File: src/rtl/param_mod_counter_pkg.sv
//==============================================================================
// Module   : clock_pkg
// Purpose  : Shared moduli/width constants for the digital-clock counter chain.
// Revision : 1.0
//==============================================================================
`default_nettype none

package clock_pkg;

    localparam int SEC_MOD       = 60;
    localparam int MIN_MOD       = 60;
    localparam int HR_MOD        = 24;
    localparam int DEFAULT_WIDTH = 6;

    // Width is capped so that 1 << width stays a positive int.
    function automatic bit modulus_ok(input int width, input int modulus);
        return (width >= 1) && (width <= 30) && (modulus >= 2) && (modulus <= (1 << width));
    endfunction

endpackage

`default_nettype wire

File: src/rtl/param_mod_counter_if.sv
//==============================================================================
// Module   : param_mod_counter_if
// Purpose  : Control and status bundle of one modulo counter stage.
// Revision : 1.0
//==============================================================================
`default_nettype none

interface param_mod_counter_if
    import clock_pkg::*;
#(
    parameter int WIDTH = DEFAULT_WIDTH
);

    logic             clear;
    logic             en;
    logic             load;
    logic             up_dn;
    logic [WIDTH-1:0] in;
    logic [WIDTH-1:0] out;
    logic             tc;
    logic             rollover;
    logic             load_err;

    modport master (
        output clear, en, load, up_dn, in,
        input  out, tc, rollover, load_err
    );

    modport slave (
        input  clear, en, load, up_dn, in,
        output out, tc, rollover, load_err
    );

endinterface

`default_nettype wire

File: src/rtl/param_mod_counter_next.sv
//==============================================================================
// Module   : mod_counter_next
// Purpose  : Combinational next-count, terminal-count and load range check.
// Revision : 1.0
//==============================================================================
`default_nettype none

module mod_counter_next
    import clock_pkg::*;
#(
    parameter int WIDTH   = DEFAULT_WIDTH,
    parameter int MODULUS = SEC_MOD
) (
    input  logic [WIDTH-1:0] cur,
    input  logic             clear,
    input  logic             en,
    input  logic             load,
    input  logic             up_dn,
    input  logic [WIDTH-1:0] load_val,
    output logic [WIDTH-1:0] nxt,
    output logic             tc,
    output logic             load_bad
);

    // Comparing against MODULUS-1 keeps all arithmetic in WIDTH bits, even for MODULUS = 2**WIDTH.
    localparam logic [WIDTH-1:0] MAX_VAL = WIDTH'(MODULUS - 1);

    logic at_top;
    logic at_bottom;
    logic in_range;

    assign at_top    = (cur == MAX_VAL);
    assign at_bottom = (cur == '0);
    assign in_range  = (load_val <= MAX_VAL);

    assign tc       = en & ~clear & ~load & (up_dn ? at_top : at_bottom);
    assign load_bad = load & ~clear & ~in_range;

    always_comb begin
        nxt = cur;
        if (clear) begin
            nxt = '0;
        end else if (load) begin
            nxt = in_range ? load_val : '0;
        end else if (en) begin
            if (up_dn) begin
                nxt = at_top ? '0 : cur + WIDTH'(1);
            end else begin
                nxt = at_bottom ? MAX_VAL : cur - WIDTH'(1);
            end
        end
    end

endmodule

`default_nettype wire

File: src/rtl/param_mod_counter.sv
//==============================================================================
// Module   : param_mod_counter
// Purpose  : Cascadable up/down modulo-MODULUS counter with load and pulses.
// Revision : 1.0
//==============================================================================
`default_nettype none

module param_mod_counter
    import clock_pkg::*;
#(
    parameter int WIDTH   = DEFAULT_WIDTH,
    parameter int MODULUS = SEC_MOD
) (
    input  logic                clk,
    input  logic                reset,
    param_mod_counter_if.slave  bus
);

    generate
        if (!modulus_ok(WIDTH, MODULUS)) begin : g_bad_params
            $error("param_mod_counter: MODULUS %0d illegal for WIDTH %0d", MODULUS, WIDTH);
        end
    endgenerate

    logic [WIDTH-1:0] count;
    logic [WIDTH-1:0] count_nxt;
    logic             tc_w;
    logic             load_bad_w;
    logic             wrap_pulse;
    logic             load_err_pulse;

    mod_counter_next #(
        .WIDTH   (WIDTH),
        .MODULUS (MODULUS)
    ) u_next (
        .cur      (count),
        .clear    (bus.clear),
        .en       (bus.en),
        .load     (bus.load),
        .up_dn    (bus.up_dn),
        .load_val (bus.in),
        .nxt      (count_nxt),
        .tc       (tc_w),
        .load_bad (load_bad_w)
    );

    // tc already folds in clear/load, so registering it gives the wrap pulse directly.
    always_ff @(posedge clk or posedge reset) begin
        if (reset) begin
            count          <= '0;
            wrap_pulse     <= 1'b0;
            load_err_pulse <= 1'b0;
        end else begin
            count          <= count_nxt;
            wrap_pulse     <= tc_w;
            load_err_pulse <= load_bad_w;
        end
    end

    assign bus.out      = count;
    assign bus.tc       = tc_w;
    assign bus.rollover = wrap_pulse;
    assign bus.load_err = load_err_pulse;

endmodule

`default_nettype wire

File: src/flat_wrapper.sv
// flat-port wrapper written by rule: the top's interface ports become plain ports
module param_mod_counter_flat import clock_pkg::*;
#(
    parameter int WIDTH   = DEFAULT_WIDTH,
    parameter int MODULUS = SEC_MOD
)
  (clk, reset, bus_clear, bus_en, bus_load, bus_up_dn, bus_in, bus_out, bus_tc, bus_rollover, bus_load_err);
  param_mod_counter_if #(.WIDTH(WIDTH)) bus_i ();
  input  logic clk;
  input  logic reset;
  input wire logic [$bits(bus_i.clear)-1:0] bus_clear;
  input wire logic [$bits(bus_i.en)-1:0] bus_en;
  input wire logic [$bits(bus_i.load)-1:0] bus_load;
  input wire logic [$bits(bus_i.up_dn)-1:0] bus_up_dn;
  input wire logic [$bits(bus_i.in)-1:0] bus_in;
  output wire logic [$bits(bus_i.out)-1:0] bus_out;
  output wire logic [$bits(bus_i.tc)-1:0] bus_tc;
  output wire logic [$bits(bus_i.rollover)-1:0] bus_rollover;
  output wire logic [$bits(bus_i.load_err)-1:0] bus_load_err;
  assign bus_i.clear = bus_clear;
  assign bus_i.en = bus_en;
  assign bus_i.load = bus_load;
  assign bus_i.up_dn = bus_up_dn;
  assign bus_i.in = bus_in;
  assign bus_out = bus_i.out;
  assign bus_tc = bus_i.tc;
  assign bus_rollover = bus_i.rollover;
  assign bus_load_err = bus_i.load_err;
  param_mod_counter #(.WIDTH(WIDTH), .MODULUS(MODULUS)) u_core (.clk(clk), .reset(reset), .bus(bus_i));
endmodule
File: config.mk
export PLATFORM = sky130hd
export DESIGN_NAME = param_mod_counter_flat
export DESIGN_NICKNAME = d
export VERILOG_FILES = /design/src/rtl/param_mod_counter_pkg.sv /design/src/rtl/param_mod_counter_if.sv /design/src/rtl/param_mod_counter_next.sv /design/src/rtl/param_mod_counter.sv /design/src/flat_wrapper.sv
export SDC_FILE = /design/constraint.sdc
export NUM_CORES = 1
export LEC_CHECK = 0
export BUFFER_PORTS_ARGS = -buffer_cell sky130_fd_sc_hd__buf_2
export CORE_UTILIZATION = 47
export DETAILED_ROUTE_END_ITERATION = 12
export GPL_ROUTABILITY_DRIVEN = 0
export PLACE_DENSITY = 0.74
export SYNTH_ARGS = -nofsm -noshare
export SYNTH_HDL_FRONTEND = slang
export SYNTH_SLANG_ARGS = --single-unit
File: constraint.sdc
create_clock -name clk -period 2.6 [get_ports clk]
set_input_delay 0.26 -clock clk [delete_from_list [all_inputs] [get_ports clk]]
set_output_delay 0.26 -clock clk [all_outputs]
set_load 0.05 [all_outputs]
After elaboration in Yosys (flattened, before gate mapping)
Index checks and enable logic that the tools add are counted.
Word-level totals
  register bits: 8
  input bits: 12
  output and inout port bits: 9
  word-level logic and storage cells: 25
Cells by class
  order comparisons: 1
  eq/ne operators: 1
  reduce and logical (&&, ||, !) cells: 2
  $add $sub $neg: 2
  muxes and demuxes: 8
  bitwise operators: 8
Operators by type and width (count)
  $mux W6: 7
  $add A6 B1 Y6 const B: 1
  $eq A6 B6 Y1 const B: 1
  $le A6 B6 Y1 const B: 1
  $logic_not A6 Y1: 1
  $sub A6 B1 Y6 const B: 1
  $and A1 B1 Y1: 5
  $not A1 Y1: 3
  $reduce_bool A3 Y1: 1
  $mux W1: 1

Longest topological paths before layout
  depth in word-level cells: 6
  gate-level depth with buffers: 6
  mapped depth without buffers: 6

By module
Synthesis repeated with hierarchy kept, for this count alone.
Unflattened totals
  cell total of the unflattened synthesis: 78
  area, all modules: 638.1 µm²
By module, submodules not included
  mod_counter_next: area each 434.2 µm², sequential area each 0.0 µm², times used 1, cells an instance 69
  param_mod_counter: area each 203.9 µm², sequential area each 200.2 µm², times used 1, cells an instance 9

Worst setup path after synthesis
No wires, ideal clock.
  path kind: reg-to-output
  start: register u_core.count[0] (netlist: u_core.bus.out[0])
  end: output bus_tc
  data required time: 2.340 ns
  setup slack: -0.047 ns
  data arrival time: 2.387 ns
  cell stages (with the launch flop): 5
  buffers on the path: 0
  cells stage by stage: dfrtp_1 > ha_1 > nand2_1 > or4b_4 > a21oi_1
Between the ends
  word-level cells in the longest chain between the ends: 3
  elaborated cells on any way between the ends: 4
  those cells by class: eq/ne: 1; mux: 1; bitwise: 1; reduce/logical: 1
RTL lines
  start, declared: line param_mod_counter.sv:25  | logic [WIDTH-1:0] count;
  start signal, assigned: line param_mod_counter.sv:54  | count <= count_nxt;
  $eq A6 B6 Y1 / $logic_not A6 Y1 (equally long branches): line param_mod_counter_next.sv:32, param_mod_counter_next.sv:33
  $mux W1 *: line param_mod_counter_next.sv:36  | assign tc = en & ~clear & ~load & (up_dn ? at_top : at_bottom);
  $and A1 B1 Y1 *: line param_mod_counter_next.sv:36
  end, declared: line flat_wrapper.sv:17  | output wire logic [$bits(bus_i.tc)-1:0] bus_tc;
Mark *: on every way between the ends. The rest lies on a longest branch, timed or not.

Worst setup path in the final report
Ends and elaborated chain as after synthesis.

==> flow_metrics.py <==
metrics = {
    "sta": {
        "fmax_mhz": 438,
        "fin_worst_hold_slack_ns": 0.294,
        "rsz0062_at_grt": "no",
        "setup_viol": 0,
        "slew_violations": 0,
        "hold_violations": 0,
        "fin_tns_setup_ns": 0,
        "finalWorstSetupSlack_ns": 0.316,
        "fin_skew_ns": 0.00841,
        "period_needed_ns": 2.28,
        "worst_pin_slew_ns": 0.606,
        "max_slew_margin": 0.593,
        "final.period_utilization": 0.878,
    },
    "yosys": {
        "yosys_warnings": 0,
        "avgSynthCellArea_um2": 8.67,
        "synth_fp_nets": 98,
        "async_flop_share": 1.00,
        "yosys-top-cells-area": "dfrtp_1, ha_1, nor2b_1, mux4_1, nand3_1",
        "synth_flop_cell": "dfrtp_1",
        "ys_ff_latch": 8,
        "synth-edff-count": 0,
        "ys_seq_area_frac": 0.278,
        "synth_top_area_frac": 0.278,
        "synth_top_area_cell": "dfrtp_1",
        "synth_cell_types": 39,
        "postSynthCellCount": 83,
        "netlist_area_um2": 719,
    },
    "pwr": {
        "powerDensity_nw_per_um2": 469,
        "p_leak_nw": 0.376,
        "max-vdd-ir-drop_uv": 238,
    },
    "clock_network": {
        "clkLatencyLatePin_ns": 0.26,
        "cts_root_buf": "clkbuf_4",
        "cts_tree": "done",
        "clk_path_buf_depth": 2,
        "htreeDepth": 1,
        "clk_pin_slew_ns": 0.06,
        "cts_buffers": 3,
        "clock_sinks": 8,
        "post_cts_buffers": 0,
    },
    "flow_run": {
        "maxCapViolCount": 0,
    },
    "placement": {
        "dp_hpwl_um": 1330,
        "io_buffers": 20,
        "placed_cell_area_um2": 807,
        "pre_cts_slack_ns": 0.586,
    },
    "routing": {
        "wl_per_cell_um": 14.7,
        "dr.pass1.iters": 4,
        "drt-total-wl_um": 1740,
        "via_count": 699,
        "drt-initial-drc-count": 18,
        "viasPerCell": 5.92,
        "antenna_left": 0,
        "remaining_drc_errors": 0,
    },
    "die": {
        "die_w_um": 41.1,
        "die_y_um": 41.1,
        "io_pins": 21,
        "core_um2": 1370,
        "row_count": 13,
        "die_area_um2": 1690,
        "start_util": 0.527,
    },
    "global_route": {
        "grt.total_usage": 0.225,
        "first_global_vias": 594,
        "grt_max_degree": 14,
        "antenna_found_initial": 0,
        "grt-ovfl-total": 0,
        "grt_pass1_wl_um": 2470,
    },
    "worst_setup_path": {
        "crit_arrival_ns": 2.02,
        "crit_slowest_cell": "or4b_4",
        "cp-start-kind": "flip-flop",
        "cp_max_fo": 9,
        "cp_cell_sequence": "ha_1 > nand2_1 > or4b_4 > a21oi_2 > buf_2",
        "cpPeakStageDelay_ns": 0.53,
        "critPathCaptureType": "output port",
        "worstPathRequired_ns": 2.34,
        "worstSetupPathType": "flip-flop to output port",
    },
    "status": {
        "status": "complete, no violations",
    },
    "cells_and_area": {
        "final_cell_area_um2": 840,
        "drive_gt1_frac": 0.282,
        "antenna_cells": 0,
        "area_growth_pct": 16.7,
        "nets": 120,
        "fillers": 137,
        "post-route-util": 0.614,
    },
    "worst_hold_path": {
        "worstHoldPathType": "input pin to flip-flop",
    },
}
metal layers:
metal / share of wire / track usage / up-vias / wire (um)
met1: 0.46 / 0.284 / 307 / 804
met5: 0 / 0 / - / 0
met3: 0.078 / 0 / 3 / 136
met4: 0.011 / 0.121 / 0 / 19
met2: 0.45 / 0.387 / 35 / 779
li1: - / - / 354 / -
Yosys cell counts, types with 2 or more instances:
cell type / count
buf_6: 2
nor2_1: 4
a21oi_1: 4
nor2b_1: 5
o21ai_1: 3
ha_1: 3
dfrtp_1: 8
inv_1: 5
nor3_1: 3
a21o_1: 2
nand3_1: 5
nand2_1: 4
a31oi_1: 3
nand4_1: 2
and2_1: 2
o21ai_0: 5
worst max-delay path: cells and delay by family (launching register included):
family	cells	cell delay [ns]
adder cells (fa/ha/maj)	1	0.24
buffers and inverters	1	0.27
flip-flops	1	0.48
AO/OA/AOI/OAI	1	0.14
AND/OR/NAND/NOR	2	0.64
through the flow:
stage | power (W) | cells
finish | 0.000394 | 118
global route | 0.000413 | 118
CTS | 0.000393 | 118
detailed placement | 0.000296 | 114
global placement | 0.000295 | 114
floorplan | 0.000263 | 83
registers in the layout, summed over array words and instances, names as in the netlist:
| register | cells |
|---|---|
| u_core.bus.load_err | 1 |
| u_core.bus.out | 6 |
| u_core.bus.rollover | 1 |
power by group:
group          switching, W  internal (W)   total, W
clock network     0.0000441     0.0000529  0.0000970
logic             0.0000891     0.0000535   0.000143
registers         0.0000212      0.000133   0.000154
final cells by class:
cell class | instances | area (um^2) | area share
flip-flops and latches | 8 | 200 | 0.238
inverters | 5 | 18.8 | 0.0224
multi-input cells | 66 | 469 | 0.559
clock buffers | 3 | 22.5 | 0.0268
repair buffers | 21 | 110 | 0.131
well taps | 15 | 18.8 | 0.0224
cell families after synthesis:
family / Yosys count / synth area share
adders and majority gates: 3 / 0.0522
buffers and inverters: 9 / 0.0748
and+or+nand+nor: 35 / 0.308
xor gates and xnor gates: 1 / 0.0122
DFF: 8 / 0.278
muxes: 2 / 0.0504
AOI/OAI and AO/OA: 25 / 0.224
repair_timing:
| item | in CTS | in global routing |
|---|---|---|
| gates resized for setup | 0 | 0 |
| hold buffers | 1 | 0 |
| endpoints found under the hold margin | 8 | 0 |
placed cells by master (no fill, tap or decap), types with 4 or more instances in the layout:
| cell type | n |
|---|---|
| inv_1 | 5 |
| nand3_1 | 5 |
| nor2b_1 | 5 |
| buf_2 | 20 |
| nor2_1 | 4 |
| dfrtp_1 | 8 |
| nand2_1 | 4 |
| o21ai_0 | 5 |
worst paths after layout:
kind	depth (start not counted)	slack, ns	from	to
min in group asynchronous	3	0.50	reset	u_core.bus.out[5]
min	3	0.29	bus_in[2]	u_core.bus.load_err
max reg2reg	5	0.81	u_core.bus.out[0]	u_core.bus.out[5]
min reg2reg	2	0.62	u_core.bus.out[1]	u_core.bus.out[1]
max in group asynchronous	3	1.84	reset	u_core.bus.out[3]
max	5	0.32	u_core.bus.out[0]	bus_tc
(Power assumes the default switching activity.)
